File: src/rtl/axi_lite_pkg.sv
// Shared AXI4-Lite definitions: response codes, bus widths and the initiator FSM encoding.
package axi_lite_pkg;

  localparam int DATA_W = 32;
  localparam int STRB_W = 4;

  typedef enum logic [1:0] {
    RESP_OKAY   = 2'b00,
    RESP_EXOKAY = 2'b01,
    RESP_SLVERR = 2'b10,
    RESP_DECERR = 2'b11
  } axi_resp_t;

  typedef enum logic [2:0] {
    ST_IDLE    = 3'd0,
    ST_WR_REQ  = 3'd1,
    ST_WR_RESP = 3'd2,
    ST_RD_REQ  = 3'd3,
    ST_RD_DATA = 3'd4,
    ST_RSP     = 3'd5,
    ST_HALT    = 3'd6
  } mst_state_t;

endpackage

File: src/rtl/axi_lite_master.sv
// AXI4-Lite initiator: one-outstanding command/response port to AXI-Lite read/write channels.
// Optional handshake watchdog enabled by defining AXI_LITE_MASTER_TIMEOUT_EN.
module axi_lite_master
  import axi_lite_pkg::*;
#(
  parameter int ADDR_WIDTH     = 32,
  parameter int TIMEOUT_CYCLES = 1024
) (
  input  logic                  i_axi_clk,
  input  logic                  i_axi_rst,
  input  logic                  i_cmd_valid,
  output logic                  o_cmd_ready,
  input  logic                  i_cmd_wr,
  input  logic [ADDR_WIDTH-1:0] i_cmd_addr,
  input  logic [DATA_W-1:0]     i_cmd_wdata,
  input  logic [STRB_W-1:0]     i_cmd_wstrb,
  output logic                  o_rsp_valid,
  input  logic                  i_rsp_ready,
  output logic [DATA_W-1:0]     o_rsp_rdata,
  output logic [1:0]            o_rsp_resp,
  output logic                  o_awvalid,
  output logic [ADDR_WIDTH-1:0] o_awaddr,
  input  logic                  i_awready,
  output logic                  o_wvalid,
  input  logic                  i_wready,
  output logic [DATA_W-1:0]     o_wdata,
  output logic [STRB_W-1:0]     o_wstrb,
  input  logic                  i_bvalid,
  output logic                  o_bready,
  input  logic [1:0]            i_bresp,
  output logic                  o_arvalid,
  input  logic                  i_arready,
  output logic [ADDR_WIDTH-1:0] o_araddr,
  input  logic                  i_rvalid,
  output logic                  o_rready,
  input  logic [1:0]            i_rresp,
  input  logic [DATA_W-1:0]     i_rdata
`ifdef AXI_LITE_MASTER_TIMEOUT_EN
  ,
  output logic                  o_timeout
`endif
);

  mst_state_t            r_state;
  mst_state_t            w_next;
  logic                  r_awvalid;
  logic                  r_wvalid;
  logic                  r_arvalid;
  logic [ADDR_WIDTH-1:0] r_addr;
  logic [DATA_W-1:0]     r_wdata;
  logic [STRB_W-1:0]     r_wstrb;
  logic [DATA_W-1:0]     r_rdata;
  logic [1:0]            r_resp;
  logic                  w_accept;
  logic                  w_aw_done;
  logic                  w_w_done;
  logic                  w_tmo;
  logic                  w_tmo_fire;
  logic                  w_halt_en;

  assign w_accept  = (r_state == ST_IDLE) && i_cmd_valid;
  // A channel counts as done once its valid has dropped or it handshakes this cycle.
  assign w_aw_done = !r_awvalid || i_awready;
  assign w_w_done  = !r_wvalid  || i_wready;

  assign o_awvalid   = r_awvalid;
  assign o_wvalid    = r_wvalid;
  assign o_arvalid   = r_arvalid;
  assign o_awaddr    = r_addr;
  assign o_araddr    = r_addr;
  assign o_wdata     = r_wdata;
  assign o_wstrb     = r_wstrb;
  assign o_rsp_rdata = r_rdata;
  assign o_rsp_resp  = r_resp;

`ifdef AXI_LITE_MASTER_TIMEOUT_EN
  localparam int CNT_W = $clog2(TIMEOUT_CYCLES + 1);

  logic [CNT_W-1:0] r_cnt;
  logic             r_timeout;
  logic             w_counting;

  assign w_counting = (r_state == ST_WR_REQ) || (r_state == ST_WR_RESP) ||
                      (r_state == ST_RD_REQ) || (r_state == ST_RD_DATA);
  assign w_tmo      = w_counting && (r_cnt == CNT_W'(TIMEOUT_CYCLES - 1));
  assign w_halt_en  = r_timeout;
  assign o_timeout  = r_timeout;

  always_ff @(posedge i_axi_clk or posedge i_axi_rst) begin
    if (i_axi_rst) begin
      r_cnt     <= '0;
      r_timeout <= 1'b0;
    end else begin
      if (w_next != r_state) r_cnt <= '0;
      else if (w_counting)   r_cnt <= r_cnt + 1'b1;
      if (w_tmo_fire) r_timeout <= 1'b1;
    end
  end
`else
  assign w_tmo     = 1'b0;
  assign w_halt_en = 1'b0;
`endif

  always_ff @(posedge i_axi_clk or posedge i_axi_rst) begin
    if (i_axi_rst) r_state <= ST_IDLE;
    else           r_state <= w_next;
  end

  always_comb begin
    w_next      = r_state;
    w_tmo_fire  = 1'b0;
    o_cmd_ready = 1'b0;
    o_bready    = 1'b0;
    o_rready    = 1'b0;
    o_rsp_valid = 1'b0;
    case (r_state)
      ST_IDLE: begin
        o_cmd_ready = !i_axi_rst;
        if (i_cmd_valid) w_next = i_cmd_wr ? ST_WR_REQ : ST_RD_REQ;
      end
      ST_WR_REQ:  if (w_aw_done && w_w_done) w_next = ST_WR_RESP;
      ST_WR_RESP: begin
        o_bready = 1'b1;
        if (i_bvalid) w_next = ST_RSP;
      end
      ST_RD_REQ:  if (i_arready) w_next = ST_RD_DATA;
      ST_RD_DATA: begin
        o_rready = 1'b1;
        if (i_rvalid) w_next = ST_RSP;
      end
      ST_RSP: begin
        o_rsp_valid = 1'b1;
        if (i_rsp_ready) w_next = w_halt_en ? ST_HALT : ST_IDLE;
      end
      default: w_next = r_state;
    endcase
    // A handshake completing in the same cycle as the watchdog expiry takes priority.
    if (w_tmo && (w_next == r_state)) begin
      w_next     = ST_RSP;
      w_tmo_fire = 1'b1;
    end
  end

  always_ff @(posedge i_axi_clk or posedge i_axi_rst) begin
    if (i_axi_rst) begin
      r_awvalid <= 1'b0;
      r_wvalid  <= 1'b0;
      r_arvalid <= 1'b0;
      r_addr    <= '0;
      r_wdata   <= '0;
      r_wstrb   <= '0;
      r_rdata   <= '0;
      r_resp    <= RESP_OKAY;
    end else begin
      if (w_accept) begin
        r_addr    <= i_cmd_addr;
        r_wdata   <= i_cmd_wdata;
        r_wstrb   <= i_cmd_wstrb;
        r_awvalid <= i_cmd_wr;
        r_wvalid  <= i_cmd_wr;
        r_arvalid <= !i_cmd_wr;
      end else begin
        // Valids stay up until their own handshake, even after a watchdog expiry.
        if (i_awready) r_awvalid <= 1'b0;
        if (i_wready)  r_wvalid  <= 1'b0;
        if (i_arready) r_arvalid <= 1'b0;
      end
      if (w_tmo_fire) begin
        r_rdata <= '0;
        r_resp  <= RESP_DECERR;
      end else if ((r_state == ST_WR_RESP) && i_bvalid) begin
        r_rdata <= '0;
        r_resp  <= i_bresp;
      end else if ((r_state == ST_RD_DATA) && i_rvalid) begin
        r_rdata <= i_rdata;
        r_resp  <= i_rresp;
      end
    end
  end

endmodule

File: config.mk
export PLATFORM = sky130hd
export DESIGN_NAME = axi_lite_master
export DESIGN_NICKNAME = d
export VERILOG_FILES = /design/src/rtl/axi_lite_pkg.sv /design/src/rtl/axi_lite_master.sv
export SDC_FILE = /design/constraint.sdc
export NUM_CORES = 1
export LEC_CHECK = 0
export BUFFER_PORTS_ARGS = -buffer_cell sky130_fd_sc_hd__buf_2
export CAP_MARGIN = 25
export CORE_ASPECT_RATIO = 0.5
export CORE_MARGIN = 3
export CORE_UTILIZATION = 44
export DETAILED_ROUTE_END_ITERATION = 8
export GPL_ROUTABILITY_DRIVEN = 0
export PLACE_DENSITY_LB_ADDON = 0.25
export SLEW_MARGIN = 20
export SYNTH_ARGS = -nofsm -noshare
export SYNTH_HDL_FRONTEND = slang
export SYNTH_SLANG_ARGS = --single-unit
File: constraint.sdc
create_clock -name i_axi_clk -period 4.3 [get_ports i_axi_clk]
set_input_delay 0.86 -clock i_axi_clk [delete_from_list [all_inputs] [get_ports i_axi_clk]]
set_output_delay 0.86 -clock i_axi_clk [all_outputs]
set_load 0.005 [all_outputs]
## Word level (Yosys, flattened, before mapping)

Cells that the tools add are included.

| storage, ports and cells | value |
|---|---|
| bits of input ports | 114 |
| output and inout port bits | 141 |
| word-level logic and storage cells | 59 |
| flip-flop bits (word level) | 108 |

| operators by class | value |
|---|---|
| reduce and logical (&&, ||, !) cells | 17 |
| mux-type cells | 22 |
| eq/ne operators | 11 |

Operators with widths:

| kind | count |
|---|---|
| 32-bit two-way mux | 2 |
| 3-bit two-way mux | 6 |
| 3-bit case mux with 6 select lines | 1 |
| 2-bit inequality test (second input constant) | 6 |
| 1-bit two-way mux | 10 |
| 2-bit nonzero test | 4 |
| 7-bit AND reduction | 1 |
| 3-bit by 2-bit equality test with 1-bit output (second input constant) | 2 |
| 3-bit equality test (second input constant) | 2 |
| 2-bit two-way mux | 3 |
| 6-bit nonzero test | 1 |
| 1-bit logical AND | 4 |
| 1-bit zero test | 4 |
| 3-bit by 1-bit equality test with 1-bit output (second input constant) | 1 |
| 3-bit zero test | 1 |
| 1-bit logical OR | 2 |

## Depth between registers and ports, before layout

Gate-level depths: netlist (run 1).

| depth | value |
|---|---|
| word-level depth | 5 |
| gate-level depth with buffers | 5 |
| depth with buffers taken out | 3 |

## Least setup slack after synthesis (run 1)

Ideal clock, no wire load.

| timing path | value |
|---|---|
| path kind | input-to-output |
| from | in i_axi_rst |
| to | out o_cmd_ready |
| stages | 1 |
| path slack | 2.364 ns |
| data arrival time | 1.076 ns |
| path buffers | 0 |
| data required time | 3.440 ns |
| cell sequence | nor4_1 |

| on the way | value |
|---|---|
| word-level cells in the longest chain between the ends | 2 |

RTL lines:

| item | RTL line | source |
|---|---|---|
| start: declaration | axi_lite_master.sv:10 | `input logic i_axi_rst,` |
| 1-bit zero test (no line) | - |  |
| 1-bit two-way mux | axi_lite_master.sv:116 | `case (r_state)` |
| end: declaration | axi_lite_master.sv:12 | `output logic o_cmd_ready,` |

Every way passes these cells.

## Worst setup path after layout (run 1)

| timing path | value |
|---|---|
| from | reg r_state[0] |
| to | out o_rsp_valid |

| on the way | value |
|---|---|
| word-level cells in the longest chain between the ends | 2 |

RTL lines:

| item | RTL line | source |
|---|---|---|
| start: declaration | axi_lite_master.sv:44 | `mst_state_t r_state;` |
| start signal: assignment | axi_lite_master.sv:106 | `else r_state <= w_next;` |
| 3-bit equality test | axi_lite_master.sv:116 |  |
| 1-bit two-way mux | axi_lite_master.sv:116 |  |
| end: declaration | axi_lite_master.sv:17 | `output logic o_rsp_valid,` |

Every way passes these cells.

==> flow_summary.ini, run 1 <==
[outcome]
run_status = finished, final reports clean

[global_routing]
grt_first_pass_wirelength_mm = 17.6
first_global_vias = 3492
grt_max_degree = 72
grt_antenna_before_repair = 0
track_usage = 0.186
global_route.overflow_total = 0

[sta]
slew_violations = 0
fin_setup_tns_ns = 0
maxClockFrequency_mhz = 433
min_period_over_period = 0.537
maxSlewHeadroom = 0.518
setup_ws_ns = 1.99
final-hold-violation-count = 0
tightestPinTransition_ns = 0.722
setup_repair_after_global_routing_missed_its_margin = false
final-setup-viol-count = 0
fin_skew_ns = 0.00894
final_period_minus_worst_setup_slack_ns = 2.31

[synth]
synth_top_area_share = 0.600
netlist_area_before_placement_um2 = 4500
post_synth.cell_area_avg_um2 = 10.3
yosysWarningCount = 0
syn_inst = 438
ys_ff_latch = 108
post-synth-top-count-cell = sky130_fd_sc_hd__nand2_1
netlist.top_cell.by_area = sky130_fd_sc_hd__dfrtp_1
postSynthNetCount = 552
ys_top_cells_by_count = sky130_fd_sc_hd__nand2_1 (205), sky130_fd_sc_hd__dfrtp_1 (108), sky130_fd_sc_hd__buf_4 (35)
synth.area.top_cells = sky130_fd_sc_hd__dfrtp_1 (60%), sky130_fd_sc_hd__nand2_1 (17%), sky130_fd_sc_hd__a22o_1 (6.6%)
synth.lib_cells_used.distinct = 33
synth_sequential_area_ratio = 0.600
synth_enable_flop_cells = 0
synth_async_sr_flop_share = 1.00
postSynth.topFlopCell = sky130_fd_sc_hd__dfrtp_1

[floorplanning]
io_pins = 255
design.die.area_um2 = 11600
fp.dieW_um = 149
fp.coreArea_um2 = 9700
placement_rows = 25
start_util = 0.464
die_y_um = 77.5

[setup_path]
start_kind = flip-flop
end_kind = output port
timing.critical_path.required_ns = 3.44
crit_path_max_fanout = 13
path_class = reg2out
data_arrival_time_at_the_worst_slack_endpoint_ns = 1.45

[cells_and_area]
layout-drive-gt1-share = 0.428
finalInstanceArea_um2 = 5830
syn_to_final_growth_pct = 29.5
fin_nets = 765
number_of_antenna_diodes = 0

[cts]
cts-root-buf = sky130_fd_sc_hd__clkbuf_16
cts_max_path_buffers = 2
number_of_clock_buffers_inserted_by_tritoncts = 9
postCtsResizedCells = 0
cts_num_sinks = 108
post_cts_hold_buffer_count = 0
clock_tree_from_tritoncts = done
clk_latency_ns = 0.33
cts.clk_slew.worst_paths_ns = 0.07
h-tree-depth = 3
post_cts.repair.setup_buffers = 0

[drt]
first_iter_violations = 147
wl_mm = 10.8
routed_via_count_divided_by_cell_count = 4.62
drt-wirelength-per-cell_um = 13.6
vias = 3656
drtPass1Iterations = 4
ant_nets = 0
drcViolationCount = 0

[pwr]
cellLeakagePower_nw = 3.48
worst_ir_drop_vdd_mv = 0.271
cellPowerDensity_nw_per_um2 = 684

[placement]
detailed_place.area_um2 = 5520
io_buffer_count = 254
post-dp-hpwl_mm = 7.75
placement.setup.worst_slack_ns = 1.96

[worst_hold_path]
min_path_type = reg2reg

[flow_run]
cap_viol_max_count = 0
## registers in the layout (all words and copies together) (netlist names)
signal,flops
o_araddr,32
o_rsp_rdata,32
o_wdata,32
o_wstrb,4
r_state,3
o_rsp_resp,2
o_arvalid,1
o_awvalid,1
o_wvalid,1
## power by group
group | leakage [nW] | internal [mW] | switching (mW) | total (mW)
Combinational | 1.96 | 0.709 | 0.686 | 1.40
Sequential | 1.37 | 1.45 | 0.295 | 1.74
Clock | 0.150 | 0.488 | 0.361 | 0.849
Total | 3.48 | 2.65 | 1.34 | 3.99
## worst max-delay path, cell delays in order, from the launching register on
cell and delay (ns):
sky130_fd_sc_hd__dfrtp_1 0.61, sky130_fd_sc_hd__nor2b_2 0.26, sky130_fd_sc_hd__and2_1 0.14, sky130_fd_sc_hd__buf_2 0.11
## cell families (layout without fill, tap and decap cells)
group,count (synthesis),count (layout),share of synthesized area
compound gates,46,46,0.0845
mux,2,2,0.00445
simple gates,223,223,0.207
buf+inv,59,277,0.104
flops,108,108,0.600
## worst paths after layout
path,from,endpoint,slack [ns],cells after the start
max in group asynchronous,i_axi_rst,o_wdata[9]$_DFFE_PP0P_,2.93,3
worst min-delay path,o_wdata[0]$_DFFE_PP0P_,o_wdata[0]$_DFFE_PP0P_,0.47,2
worst max-delay path,r_state[0]$_DFFE_PP0P_,o_rsp_valid,1.99,3
worst max register to register,r_state[1]$_DFFE_PP0P_,o_rsp_rdata[2]$_DFFE_PP0P_,2.25,4
worst min register to register,o_wdata[0]$_DFFE_PP0P_,o_wdata[0]$_DFFE_PP0P_,0.47,2
min in group asynchronous,i_axi_rst,o_wdata[31]$_DFFE_PP0P_,0.52,2
## layout make-up
class                           instances  area, µm²
Timing Repair Buffer                  259       1310
Clock buffer                           12        256
Inverter                                2       10.0
Sequential cell                       108       2700
Fill cell                             850       3860
Tap cell                              135        169
Clock inverter                          4       55.1
Multi-Input combinational cell        271       1330
## per-layer routing
| metal | vias up | track usage | routed length, µm |
|---|---|---|---|
| met5 | - | 0 | 0 |
| met4 | 0 | 0.0420 | 123 |
| met3 | 10 | 0.0508 | 744 |
| met2 | 134 | 0.323 | 5450 |
| met1 | 1713 | 0.236 | 4460 |
| li1 | 1799 | - | - |
## placed cells by master (no fill, tap or decap), types with 2 or more instances in the layout
cell type / count
sky130_fd_sc_hd__nor3b_1: 2
sky130_fd_sc_hd__mux2i_1: 2
sky130_fd_sc_hd__o21ai_1: 3
sky130_fd_sc_hd__clkbuf_16: 9
sky130_fd_sc_hd__nor2_1: 2
sky130_fd_sc_hd__a22o_1: 34
sky130_fd_sc_hd__a21o_1: 2
sky130_fd_sc_hd__nand2_1: 205
sky130_fd_sc_hd__dfrtp_1: 108
sky130_fd_sc_hd__clkbuf_8: 2
sky130_fd_sc_hd__inv_6: 2
sky130_fd_sc_hd__buf_2: 254
sky130_fd_sc_hd__buf_4: 5
sky130_fd_sc_hd__nand2b_1: 2
## through the flow
| step | cells | hold slack [ns] | util | total power, mW |
|---|---|---|---|---|
| after floorplan | 438 | 0.467 | - | 2.68 |
| after global placement | 775 | 0.453 | 0.569 | 3.15 |
| after detailed placement | 775 | 0.458 | 0.569 | 3.19 |
| after CTS | 791 | 0.475 | 0.602 | 4.05 |
| after global routing | 791 | 0.492 | 0.602 | 4.31 |
| final | 791 | 0.469 | 0.602 | 3.99 |
Note: power is estimated with default switching activity, not from simulation.
==> run 2, diff against run 1 <==
--- a/config.mk
+++ b/config.mk
@@ -5,11 +5,12 @@
 export SDC_FILE = /design/constraint.sdc
 export NUM_CORES = 1
 export LEC_CHECK = 0
+export ABC_AREA = 1
 export BUFFER_PORTS_ARGS = -buffer_cell sky130_fd_sc_hd__buf_2
 export CAP_MARGIN = 25
 export CORE_ASPECT_RATIO = 0.5
 export CORE_MARGIN = 3
-export CORE_UTILIZATION = 44
+export CORE_UTILIZATION = 45
 export DETAILED_ROUTE_END_ITERATION = 8
 export GPL_ROUTABILITY_DRIVEN = 0
 export PLACE_DENSITY_LB_ADDON = 0.25
==> constraint.sdc (replaced) <==
create_clock -name i_axi_clk -period 2.3 [get_ports i_axi_clk]
set_input_delay 0.46 -clock i_axi_clk [delete_from_list [all_inputs] [get_ports i_axi_clk]]
set_output_delay 0.46 -clock i_axi_clk [all_outputs]
set_load 0.005 [all_outputs]
==> run 2 against run 1 <==
  * Combinational power up 110%
  * Register-to-register slack worse by 1.5 ns
  * Largest cell class unchanged
  * Total power up 95%
  * Via count up 12%
  * Setup slack worse by 1.6 ns
  * Count of clock-buffer cells in the layout down 2
  * Critical path type unchanged
  * Die area up 1.7%
  * Critical endpoint is now o_rready
==> flow_summary.ini, run 2 <==
[synth]
synth_enable_flop_cells = 0
synth.area.top_cells = sky130_fd_sc_hd__dfrtp_1 (58%), sky130_fd_sc_hd__nand2_1 (22%), sky130_fd_sc_hd__buf_4 (6.4%)
yosysWarningCount = 0
post_synth.cell_area_avg_um2 = 8.71
synth.lib_cells_used.distinct = 19
synth_top_area_share = 0.576
ys_ff_latch = 108
ys_top_cells_by_count = sky130_fd_sc_hd__nand2_1 (272), sky130_fd_sc_hd__dfrtp_1 (108), sky130_fd_sc_hd__nand3_1 (42)
synth_sequential_area_ratio = 0.576
postSynthNetCount = 652
syn_inst = 538
synth_async_sr_flop_share = 1.00
netlist.top_cell.by_area = sky130_fd_sc_hd__dfrtp_1
postSynth.topFlopCell = sky130_fd_sc_hd__dfrtp_1
post-synth-top-count-cell = sky130_fd_sc_hd__nand2_1
netlist_area_before_placement_um2 = 4690

[floorplanning]
fp.dieW_um = 150
die_y_um = 78.2
io_pins = 255
placement_rows = 25
start_util = 0.479
design.die.area_um2 = 11800
fp.coreArea_um2 = 9790

[cells_and_area]
finalInstanceArea_um2 = 6100
syn_to_final_growth_pct = 30.2
layout.area.seq_um2 = 2700
layout-drive-gt1-share = 0.411
fin_nets = 865
mostFrequentLayoutCell = sky130_fd_sc_hd__nand2_1
final_cell_mix = sky130_fd_sc_hd__nand2_1 (272), sky130_fd_sc_hd__buf_2 (254), sky130_fd_sc_hd__dfrtp_1 (108)
multi_input_comb_area_um2 = 1500
fillCellCount = 894
number_of_antenna_diodes = 0

[global_routing]
grt_max_degree = 109
track_usage = 0.201
first_global_vias = 3949
global_route.overflow_total = 0
grt_antenna_before_repair = 0
grt_first_pass_wirelength_mm = 19.1

[drt]
wl_mm = 11.7
ant_nets = 0
drtPass1Iterations = 4
vias = 4105
first_iter_violations = 179
routed_via_count_divided_by_cell_count = 4.61
drt-wirelength-per-cell_um = 13.1
drcViolationCount = 0

[sta]
setup_ws_ns = 0.409
final_period_minus_worst_setup_slack_ns = 1.89
maxSlewHeadroom = 0.624
tightestPinTransition_ns = 0.563
final-setup-viol-count = 0
min_period_over_period = 0.822
slew_violations = 0
fin_skew_ns = 0.00937
final-hold-violation-count = 0
setup_repair_after_global_routing_missed_its_margin = false
maxClockFrequency_mhz = 529
fin_setup_tns_ns = 0

[setup_path]
path_class = reg2out
critical_path.cell_chain = nor2_4 -> nand2_2 -> inv_2 -> buf_2
slowest_stage = sky130_fd_sc_hd__dfrtp_1
timing.critical_path.required_ns = 1.84
start_kind = flip-flop
timing.critical_path.slowest_cell_delay_ns = 0.49
end_kind = output port
data_arrival_time_at_the_worst_slack_endpoint_ns = 1.43
crit_path_max_fanout = 11
reg2reg_depth = 8

[worst_hold_path]
min_path_type = in2async

[outcome]
run_status = finished, final reports clean

[cts]
postCtsResizedCells = 0
cts_max_path_buffers = 2
cts-root-buf = sky130_fd_sc_hd__clkbuf_16
cts_num_sinks = 108
post_cts.repair.setup_buffers = 0
h-tree-depth = 3
cts.clk_slew.worst_paths_ns = 0.07
clk_latency_ns = 0.34
number_of_clock_buffers_inserted_by_tritoncts = 9
post_cts_hold_buffer_count = 0
clock_tree_from_tritoncts = done

[pwr]
worst_ir_drop_vdd_mv = 0.550
cellLeakagePower_nw = 3.74
design_power_total_mw = 7.80
cellPowerDensity_nw_per_um2 = 1280

[placement]
placement.setup.worst_slack_ns = 0.740
detailed_place.area_um2 = 5780
io_buffer_count = 254
post-dp-hpwl_mm = 8.34

[flow_run]
cap_viol_max_count = 0
## run 2: worst paths after layout
kind                                                   from                     endpoint  slack, ns
worst min register to register  o_rsp_rdata[15]$_DFFE_PP0P_  o_rsp_rdata[15]$_DFFE_PP0P_       0.47
min in group i_axi_clk                      i_cmd_wdata[13]      o_wdata[13]$_DFFE_PP0P_       0.30
max in group asynchronous                         i_axi_rst      o_araddr[0]$_DFFE_PP0P_       1.59
worst max-delay path                 r_state[0]$_DFFE_PP0P_                     o_rready       0.41
worst max register to register       r_state[0]$_DFFE_PP0P_    o_rsp_resp[0]$_DFFE_PP0P_       0.73
worst min-delay path                              i_axi_rst  o_rsp_rdata[13]$_DFFE_PP0P_       0.30
## run 2: layout make-up
type,count,area share
Sequential cell,108,0.443
Multi-Input combinational cell,356,0.246
Timing Repair Buffer,260,0.220
Clock buffer,10,0.0375
Tap cell,135,0.0277
Clock inverter,6,0.0156
Inverter,16,0.0109
## run 2: logic make-up after synthesis
family / count (synthesis) / synth area share
flops: 108 / 0.576
simple gates: 352 / 0.316
compound gates: 4 / 0.00454
buf+inv: 74 / 0.103
## run 2: worst max-delay path, delay by kind of cell (launching register included)
family / cells / cell delay [ns]
flops: 1 / 0.49
simple gates: 2 / 0.29
buf+inv: 2 / 0.31
## run 2: report_power, final
group	leakage (nW)	internal [mW]	switching, mW
clock	0.158	0.967	0.695
sequential	1.37	2.70	0.552
combinational	2.21	1.31	1.58
total	3.74	4.97	2.82
## run 2: stage by stage
stage / hold WS (ns) / cells / util
2_1_floorplan: 0.465 / 538 / -
3_3_place_gp: 0.453 / 875 / 0.590
3_5_place_dp: 0.456 / 875 / 0.590
4_1_cts: 0.288 / 891 / 0.624
5_1_grt: 0.292 / 891 / 0.624
6_report: 0.302 / 891 / 0.624
## run 2: per-layer routing
| metal | up-vias | wire [µm] | GRT usage |
|---|---|---|---|
| met4 | 0 | 119 | 0.0420 |
| met2 | 144 | 5820 | 0.356 |
| met3 | 12 | 829 | 0.0554 |
| li1 | 2025 | - | - |
| met5 | - | 0 | 0 |
| met1 | 1924 | 4930 | 0.248 |
==> run 3, diff against run 2 <==
--- a/config.mk
+++ b/config.mk
@@ -10,7 +10,7 @@
 export CAP_MARGIN = 25
 export CORE_ASPECT_RATIO = 0.5
 export CORE_MARGIN = 3
-export CORE_UTILIZATION = 45
+export CORE_UTILIZATION = 40
 export DETAILED_ROUTE_END_ITERATION = 8
 export GPL_ROUTABILITY_DRIVEN = 0
 export PLACE_DENSITY_LB_ADDON = 0.25
==> constraint.sdc (replaced) <==
create_clock -name i_axi_clk -period 1.65 [get_ports i_axi_clk]
set_input_delay 0.33 -clock i_axi_clk [delete_from_list [all_inputs] [get_ports i_axi_clk]]
set_output_delay 0.33 -clock i_axi_clk [all_outputs]
set_load 0.005 [all_outputs]
==> run 3 against run 2 <==
  * Cell count grew 3.4%
  * Count of clock-buffer cells in the layout shrank 1
  * Register-to-register slack lost 0.58 ns
  * Utilization shrank 7.1 points
  * Hold slack lost 0.12 ns
  * Critical path type unchanged
  * Largest power group unchanged
==> flow_summary.ini, run 3 (same netlist as run 2, synthesis figures left out) <==
[floorplanning]
placement_rows = 27
design.die.area_um2 = 13100
die_y_um = 82.6
fp.coreArea_um2 = 11200
fp.dieW_um = 159
io_pins = 255
start_util = 0.418

[cts]
clk_latency_ns = 0.34
h-tree-depth = 3
cts_num_sinks = 108
post_cts_hold_buffer_count = 0
cts-root-buf = sky130_fd_sc_hd__clkbuf_16
cts_max_path_buffers = 2
number_of_clock_buffers_inserted_by_tritoncts = 9
cts.clk_slew.worst_paths_ns = 0.07
clock_tree_from_tritoncts = done

[cells_and_area]
final_cell_mix = sky130_fd_sc_hd__nand2_1 (271), sky130_fd_sc_hd__buf_2 (254), sky130_fd_sc_hd__dfrtp_1 (106)
syn_to_final_growth_pct = 32.1
finalInstanceArea_um2 = 6190
fin_nets = 872
mostFrequentLayoutCell = sky130_fd_sc_hd__nand2_1
multi_input_comb_area_um2 = 1510
number_of_antenna_diodes = 0
fillCellCount = 1099
layout-drive-gt1-share = 0.423
layout.area.seq_um2 = 2710

[pwr]
design_power_total_mw = 10.9
worst_ir_drop_vdd_mv = 0.635
cellLeakagePower_nw = 3.77
cellPowerDensity_nw_per_um2 = 1760

[setup_path]
crit_path_max_fanout = 5
start_kind = flip-flop
timing.critical_path.required_ns = 1.32
path_class = reg2out
end_kind = output port
data_arrival_time_at_the_worst_slack_endpoint_ns = 1.25

[drt]
drtPass1Iterations = 5
wl_mm = 11.7
ant_nets = 0
drcViolationCount = 0
drt-wirelength-per-cell_um = 12.7
first_iter_violations = 287
routed_via_count_divided_by_cell_count = 4.37
vias = 4027

[sta]
maxClockFrequency_mhz = 631
min_period_over_period = 0.960
final-hold-violation-count = 0
slew_violations = 0
setup_repair_after_global_routing_missed_its_margin = false
maxSlewHeadroom = 0.612
final_period_minus_worst_setup_slack_ns = 1.58
tightestPinTransition_ns = 0.582
final-setup-viol-count = 0
fin_setup_tns_ns = 0
fin_skew_ns = 0.0109

[global_routing]
grt_max_degree = 109
first_global_vias = 3671
global_route.overflow_total = 0
grt_first_pass_wirelength_mm = 18.1
track_usage = 0.170
grt_antenna_before_repair = 0

[worst_hold_path]
min_path_type = in2async

[placement]
post-dp-hpwl_mm = 8.37
io_buffer_count = 254
detailed_place.area_um2 = 5870

[outcome]
run_status = finished, final reports clean

[flow_run]
cap_viol_max_count = 0
==> run 3: changes by cell type in the layout (fill, tap and decap cells not counted), sizes merged <==
cell	previous run	this run
buf	260	267
clkinv	2	0
clkinvlp	1	3
bufinv	2	1
clkbuf	10	9
inv	17	18
==> run 3: area by class of cell <==
cell class	count	share of cell area
Inverter	16	0.0107
Tap cell	159	0.0321
Clock buffer	9	0.0364
Timing Repair Buffer	267	0.229
Multi-Input combinational cell	356	0.243
Sequential cell	108	0.437
Clock inverter	6	0.0115
==> run 3: power breakdown <==
group / switching, mW / leakage [nW] / internal, mW / total, mW
Combinational: 2.30 / 2.26 / 1.95 / 4.25
Clock: 0.986 / 0.139 / 1.19 / 2.17
Sequential: 0.723 / 1.37 / 3.77 / 4.49
Total: 4.01 / 3.77 / 6.91 / 10.9
==> run 3: critical path: stages (launching register included) <==
cell,delay (ns)
sky130_fd_sc_hd__dfrtp_2,0.44
sky130_fd_sc_hd__nor2_4,0.19
sky130_fd_sc_hd__nand2_2,0.08
sky130_fd_sc_hd__inv_2,0.09
sky130_fd_sc_hd__buf_2,0.13
==> run 3: path summary, 6_finish.rpt <==
path	slack [ns]	cells after the start	to	startpoint
setup / recovery	0.07	4	o_rready	r_state[1]$_DFFE_PP0P_
hold / removal	0.18	3	o_rsp_rdata[7]$_DFFE_PP0P_	i_axi_rst
setup reg to reg	0.15	7	o_awvalid$_DFFE_PP0P_	r_state[1]$_DFFE_PP0P_
hold reg to reg	0.47	2	o_rsp_rdata[10]$_DFFE_PP0P_	o_rsp_rdata[10]$_DFFE_PP0P_
max in group asynchronous	1.02	3	r_state[1]$_DFFE_PP0P_	i_axi_rst
min in group i_axi_clk	0.18	3	o_wdata[12]$_DFFE_PP0P_	i_cmd_wdata[12]
==> run 3: timing repair <==
item / 4_1_cts / 5_1_grt
endpoints found under the setup margin: 0 / 3
buffers inserted: 0 / 3
gates resized for setup: 0 / 4
==> run 3: per-stage QoR <==
stage               hold WS (ns)  instances  setup WS [ns]   util
CTS                        0.164        918         0.0107  0.549
detailed placement         0.457        903          0.197  0.523
global placement           0.450        903          0.246  0.523
floorplan                  0.440        538         0.0185      -
global route               0.159        921        0.00172  0.552
finish                     0.177        921         0.0662  0.552
==> run 3: layer usage <==
layer	up-vias	GRT usage	wire (µm)
met5	-	0	0
met4	0	0.0349	102
met3	9	0.0518	750
met2	122	0.301	5880
met1	1850	0.210	5010
li1	2046	-	-
